===== src/rtl/alu_issue_ctrl.sv =====
// rtl/alu_issue_ctrl.sv - issue/capture stage for the 12-bit combinational ALU; optional repeat via ALU_ISSUE_REPEAT_EN
module alu_issue_ctrl #(
  parameter int WIDTH = 12,
  parameter int SEL_W = 6,
  parameter int REP_W = 4
) (
  input  logic             Clk,
  input  logic             Reset,
  input  logic             CmdValid,
  output logic             CmdReady,
  input  logic [SEL_W-1:0] CmdOp,
  input  logic             CmdCarry,
  input  logic             CmdUseAcc,
  input  logic [WIDTH-1:0] CmdA,
  input  logic [WIDTH-1:0] CmdB,
`ifdef ALU_ISSUE_REPEAT_EN
  input  logic [REP_W-1:0] CmdRepeat,
`endif
  output logic [SEL_W-1:0] Sel,
  output logic             CarryIn,
  output logic [WIDTH-1:0] A_1,
  output logic [WIDTH-1:0] B_1,
  input  logic [WIDTH-1:0] AluY,
  output logic             ResValid,
  input  logic             ResReady,
  output logic [WIDTH-1:0] ResData,
  output logic             ResZero,
  output logic             ResNeg
);

  typedef enum logic [1:0] {
    S_IDLE = 2'd0,
    S_EXEC = 2'd1,
    S_DONE = 2'd2
  } state_t;

  state_t           r_state;
  logic [SEL_W-1:0] r_sel;
  logic             r_carry;
  logic [WIDTH-1:0] r_a;
  logic [WIDTH-1:0] r_b;
  logic [WIDTH-1:0] r_acc;
  logic             r_res_valid;
  logic [REP_W-1:0] r_rep_cnt;

  logic             w_accept;
  logic             w_is_nop;
  logic [WIDTH-1:0] w_a_src;
  logic [REP_W-1:0] w_rep_in;

  // Handshake and operand selection for the command being accepted
  assign CmdReady = (r_state == S_IDLE) && !Reset;
  assign w_accept = CmdValid && CmdReady;
  assign w_is_nop = CmdOp[SEL_W-1];
  assign w_a_src  = CmdUseAcc ? r_acc : CmdA;

`ifdef ALU_ISSUE_REPEAT_EN
  assign w_rep_in = w_is_nop ? '0 : CmdRepeat;
`else
  assign w_rep_in = '0;
`endif

  // Issue FSM: latch ALU inputs on accept, capture AluY in EXEC, hold result in DONE
  always_ff @(posedge Clk) begin
    if (Reset) begin
      r_state     <= S_IDLE;
      r_sel       <= '0;
      r_carry     <= 1'b0;
      r_a         <= '0;
      r_b         <= '0;
      r_acc       <= '0;
      r_res_valid <= 1'b0;
      r_rep_cnt   <= '0;
    end else begin
      case (r_state)
        S_IDLE: begin
          if (w_accept) begin
            r_sel     <= CmdOp;
            r_carry   <= CmdCarry;
            r_a       <= w_a_src;
            r_b       <= CmdB;
            r_rep_cnt <= w_rep_in;
            if (w_is_nop) begin
              // ALU holds its output for this select, so nothing is captured
              r_state     <= S_DONE;
              r_res_valid <= 1'b1;
            end else begin
              r_state <= S_EXEC;
            end
          end
        end
        S_EXEC: begin
          r_acc <= AluY;
          if (r_rep_cnt != '0) begin
            // Chain the result back into operand A for the next iteration
            r_a       <= AluY;
            r_rep_cnt <= r_rep_cnt - 1'b1;
          end else begin
            r_state     <= S_DONE;
            r_res_valid <= 1'b1;
          end
        end
        S_DONE: begin
          if (ResReady) begin
            r_state     <= S_IDLE;
            r_res_valid <= 1'b0;
          end
        end
        default: begin
          r_state     <= S_IDLE;
          r_res_valid <= 1'b0;
        end
      endcase
    end
  end

  // Registered drives and result flags taken from the accumulator
  assign Sel      = r_sel;
  assign CarryIn  = r_carry;
  assign A_1      = r_a;
  assign B_1      = r_b;
  assign ResValid = r_res_valid;
  assign ResData  = r_acc;
  assign ResZero  = (r_acc == '0);
  assign ResNeg   = r_acc[WIDTH-1];

endmodule


===== config.mk =====
export PLATFORM = sky130hd
export DESIGN_NAME = alu_issue_ctrl
export DESIGN_NICKNAME = d
export VERILOG_FILES = /design/src/rtl/alu_issue_ctrl.sv
export SDC_FILE = /design/constraint.sdc
export NUM_CORES = 1
export LEC_CHECK = 0
export CAP_MARGIN = 10
export CELL_PAD_IN_SITES_DETAIL_PLACEMENT = 0
export CELL_PAD_IN_SITES_GLOBAL_PLACEMENT = 1
export CORE_AREA = 2 2 95 97
export CTS_CLUSTER_DIAMETER = 60
export CTS_CLUSTER_SIZE = 8
export DETAILED_ROUTE_END_ITERATION = 10
export DIE_AREA = 0 0 97 99
export GPL_TIMING_DRIVEN = 0
export PLACE_DENSITY_LB_ADDON = 0.1
export SLEW_MARGIN = 30
export SYNTH_ARGS = -nofsm -noshare
export SYNTH_HDL_FRONTEND = slang
export SYNTH_SLANG_ARGS = --single-unit

===== constraint.sdc =====
create_clock -name Clk -period 1.5 [get_ports Clk]
set_input_delay 0.3 -clock Clk [delete_from_list [all_inputs] [get_ports Clk]]
set_output_delay 0.3 -clock Clk [all_outputs]
set_load 0.02 [all_outputs]

# --- After elaboration in Yosys (flattened, before gate mapping) ---
# Index checks and enable logic that the tools add are counted.
word_totals:
  in_bits: 48
  wordCells: 44
  output_inout_bits: 47
  register_bits: 50
classes:
  reduce_logical: 11
  n_eq_ne: 7
  n_addsub: 1
  mux: 17
ops:
  columns: ["operator", "n"]
  rows:
  - ["12-bit 2-to-1 mux", 3]
  - ["12-bit one-hot mux with 2 select lines", 1]
  - ["12-bit logical NOT", 1]
  - ["2-bit inequality test (second input constant)", 5]
  - ["2-bit 2-to-1 mux", 4]
  - ["4-bit 2-to-1 mux", 2]
  - ["4-bit one-hot mux with 2 select lines", 1]
  - ["2-bit one-hot mux with 3 select lines", 1]
  - ["3-bit AND reduction", 2]
  - ["1-bit 2-to-1 mux", 4]
  - ["4-bit AND reduction", 1]
  - ["4-bit nonzero test", 1]
  - ["4-bit by 1-bit subtractor with 4-bit output (second input constant)", 1]
  - ["1-bit one-hot mux with 3 select lines", 1]
  - ["2-bit by 1-bit == test with 1-bit output (second input constant)", 1]
  - ["2-bit == test (second input constant)", 1]
  - ["1-bit logical AND", 2]
  - ["2-bit logical NOT", 1]
  - ["2-bit AND reduction", 1]
  - ["2-bit nonzero test", 1]
  - ["1-bit logical NOT", 1]

# --- Logic depth before layout (Yosys ltp) ---
logic_depth:
  depth_word: 5
  depth_mapped: 6
  depth_no_buf: 5

# --- Worst setup path before layout ---
# Ideal clock, no wire load.
synth_timing:
  path_type: "reg-to-reg"
  start: "register r_rep_cnt[0]"
  end: "register r_a[1] (netlist: A_1[1])"
  period_less_slack_ps: 1541
  arrival_time_ps: 1399
  setup_time_ps: 142
  path_slack_ps: -41
  t_required_ps: 1358
  path_stages_with_launch: 7
  path_buffers: 1
  cell_sequence: "dfxtp_1 > inv_1 > ha_1 > or3b_2 > nand2_1 > buf_2 > a221oi_1"
synth_via:
  elab_chain_len: 3
synth_rtl:
  columns: ["element", "line", "text"]
  rows:
  - ["start: declaration", "44", "logic [REP_W-1:0] r_rep_cnt;"]
  - ["start signal: assignment", "82", "r_rep_cnt <= w_rep_in;"]
  - ["start signal: assignment", "97", "r_rep_cnt <= r_rep_cnt - 1'b1;"]
  - ["4-bit nonzero test", "94", "if (r_rep_cnt != '0) begin"]
  - ["2-bit inequality test (no line)", null, null]
  - ["3-bit AND reduction (no line)", null, null]
  - ["end signal: assignment", "80", "r_a <= w_a_src;"]
  - ["end signal: assignment", "96", "r_a <= AluY;"]
  - ["end: declaration", "40", "logic [WIDTH-1:0] r_a;"]
# No other way between the ends.
# A chain may end at the register's enable or synchronous reset.

# --- Final worst setup path ---
layout_timing:
  start: "register r_acc[8] (netlist: ResData[8])"
  end: "output port ResZero"
layout_via:
  elab_chain_len: 1
layout_rtl:
  columns: ["element", "line", "text"]
  rows:
  - ["start: declaration", "42", "logic [WIDTH-1:0] r_acc;"]
  - ["start signal: assignment", "93", "r_acc <= AluY;"]
  - ["12-bit logical NOT", "124", "assign ResZero = (r_acc == '0);"]
  - ["end: declaration", "27", "output logic ResZero,"]
# No other way between the ends.

==> results.md <==
- Status: finished with violations
- Failing checks: setup timing
- Nets@finish: around 420
- Rel. slew slack: 0.480
- Compound-Gate Fraction of Synth Area: 0.189
- I/O pins: 95
- Final Hold Fails: 0
- Post-Syn Nets: a little over 300
- Pre-CTS setup slack: -1.32 ns
- Final WS setup: -0.0665 ns
- CP cell instances: nor4_4 -> and3_1 -> buf_6
- Worst-case clock buffer depth: 2
- Pre-antenna DRT Iters: 4
- Critical path required time: 1.20 ns
- Critical path class: flop to primary output
- Yosys top cell area share: 0.427
- Port buffer count: 94
- Crit end category: primary output
- Reg clk slew, reported paths: 0.10 ns
- Clk_lat worst skew: ~0.31 ns
- Die width: 97 um
- GRT overflow: 0
- Die Area: 9600 sq um
- Most instantiated cells after synthesis: 63 x nand2_1, 50 x dfxtp_1, 18 x nand3b_1
- DP Area: 3420 sq um
- Yosys cell types: 38
- DR WL/cell: 16.2 um
- Post-Syn Instances: 255
- Share of cells above drive strength 1: 0.267
- Delay-heaviest family, CP: simple AND/OR/NAND/NOR gates
- Clk root buf: clkbuf_8
- First-pass GRT wire length: 12500 um
- PwrDens: 849 nW/um^2
- DRC viols: 0
- Iter 0 DRT Violations: 73
- Slew Viols, Final: 0
- Setup Skew: 0.00784 ns
- Via count: 2286
- Synth area leaders: dfxtp_1 43%, nand2_1 10%, nand3b_1 5.8%
- Worst slew pin tran: 0.780 ns
- Via/cell ratio: 4.77
- Finished Cell Area: 3840 sq um
- Initial core utilization: 0.274
- Maximum fanout along the worst path: 4
- Clock Sinks: 50
- Fmax: 638 MHz
- Final HPWL DP: 5260 um
- Syn avg cell area: 9.20 sq um
- Unrepaired setup endpoints after global routing: yes
- Chip height: between 90 and 100 um
- Synth Area in Adders: 0.0107
- Leak: about 1.7 nW
- Area grow syn2layout: 63.7%
- Synth async-reset ratio: 0
- Post-synth top area cell: dfxtp_1
- RePlAce Congestion: 0.745
- Drt total wl: 7780 um
- Core Area: 8550 sq um
- Mux contribution to synthesized area: 0.0571
- Synth Area in Simple Gates: 0.245
- All-Layer GR Usage: 0.163
- Htree depth: 2
- TritonCTS clock tree: done
- ANT nets after route: 0
- Seq/Total Area, Yosys: 0.427
- Hold Slack: between 0.4 and 0.5 ns
- EDFF count, synth: 0
- Inserted Clock Buffers: 5
- Finish-stage setup viols: 1
- Vias in the first global route: 2356
- Post-Syn Area: about 2300 sq um
- Largest net degree at the start of global routing: 15
- Initial antenna violation count: 0
- Crit-path max cell delay: roughly 0.36 ns
- Min-Delay Path Class: primary input to flop
- Worst Path Arrival: 1.27 ns
- Final Cycle Share: 1.04
- Tot Pwr: 0.00326 W
- # Max-Cap Violations: 0
- Main combinational cell family by area after synthesis: simple AND/OR/NAND/NOR gates
- Cell with the most instances after synthesis: nand2_1
- Std-Cell Rows: 34
- CP startpoint kind: flop
- Post-Synth XOR/XNOR Area: 0
- Minimum clock period: about 1.6 ns
- Post-CTS Hold Fix Bufs: 0
- Buffers and inverters on the worst path: 1
- Register bit total from synthesis: 50
- Main flop type after synthesis: dfxtp_1
- Peak supply drop: approximately 470 uV
- Yosys warns: 0
- Antenna Cells: 0
- Fill count: 880
- CP max stage cell: dfxtp_2
==> layout make-up <==
cell class	instances	area (sq um)	share of cell area
multi-input cells	179	1310	0.341
repair buffers	113	1060	0.277
flip-flops and latches	50	1020	0.266
plain buffers	18	185	0.0482
well taps	108	135	0.0352
clock buffers	6	82.6	0.0215
clock inverters	1	30.0	0.00782
inverters	4	15.0	0.00391
==> report_power, final <==
group	total, W	switching, W	internal [W]
Sequential	0.00146	0.0000522	0.00141
Clock	0.00101	0.000475	0.000535
Combinational	0.000786	0.000389	0.000398
==> layer usage <==
layer  up-vias  GRT usage  wire length (um)
met5         -          0                 0
met4         0     0.0455               107
met2        70      0.273              3700
met1      1074      0.204              3450
li1       1132          -                 -
met3        10     0.0504               524
==> cells in the final DEF (no fill, tap or decap), drive strengths merged, types with 2 or more instances in the layout <==
master and instances:
o211ai 2, ha 2, inv 4, a21oi 17, nor3 2, mux2 11
dlygate4sd2 46, or3 2, a221oi 12, nor4 4, clkbuf 12, nor2 13
o21ai 4, nand3b 18, or4 2, clkdlybuf4s50 45, buf 34, nand2 63
dfxtp 50, o22ai 11, nand2b 2
==> worst reg2reg max path, cell delays in order, from the launching register on <==
cell and delay, ns:
dfxtp_2 0.35, inv_2 0.05, ha_4 0.15, nor3b_4 0.16, buf_6 0.14, or4_1 0.46
a21oi_1 0.13
==> flip-flops by register name (all words and copies together) (netlist names) <==
register / flops
B_1: 12
Sel: 6
CarryIn: 1
ResData: 12
r_state: 2
r_rep_cnt: 4
ResValid: 1
A_1: 12
==> logic make-up after synthesis <==
| logic type | count (synthesis) |
|---|---|
| DFF | 50 |
| muxes | 12 |
| and+or+nand+nor | 113 |
| buffers and inverters | 26 |
| adders and majority gates | 2 |
| AOI/OAI and AO/OA | 52 |
==> final timing paths <==
check | slack, ns | start | end | depth (start not counted)
worst max register to register | 0 | r_rep_cnt[0] | r_rep_cnt[3] | 6
worst min register to register | 0.48 | B_1[11] | B_1[11] | 2
worst min-delay path | 0.43 | Reset | r_state[1] | 3
worst max-delay path | -0.07 | ResData[8] | ResZero | 3
==> stage by stage <==
stage | setup TNS (ns) | utilization | cells
finish | -0.0665 | 0.449 | 479
detailed placement | -26.77 | 0.400 | 457
CTS | -0.124 | 0.434 | 477
floorplan | -0.0550 | - | 255
global route | -0.485 | 0.449 | 479
global placement | -26.08 | 0.400 | 457
==> what timing repair did <==
item | in CTS | in global routing
pin swaps | 5 | 10
gates resized for setup | 104 | 35
setup buffers | 12 | 3
gates cloned | 4 | 0
setup endpoints to repair | 97 | 33
(Power assumes the default switching activity.)
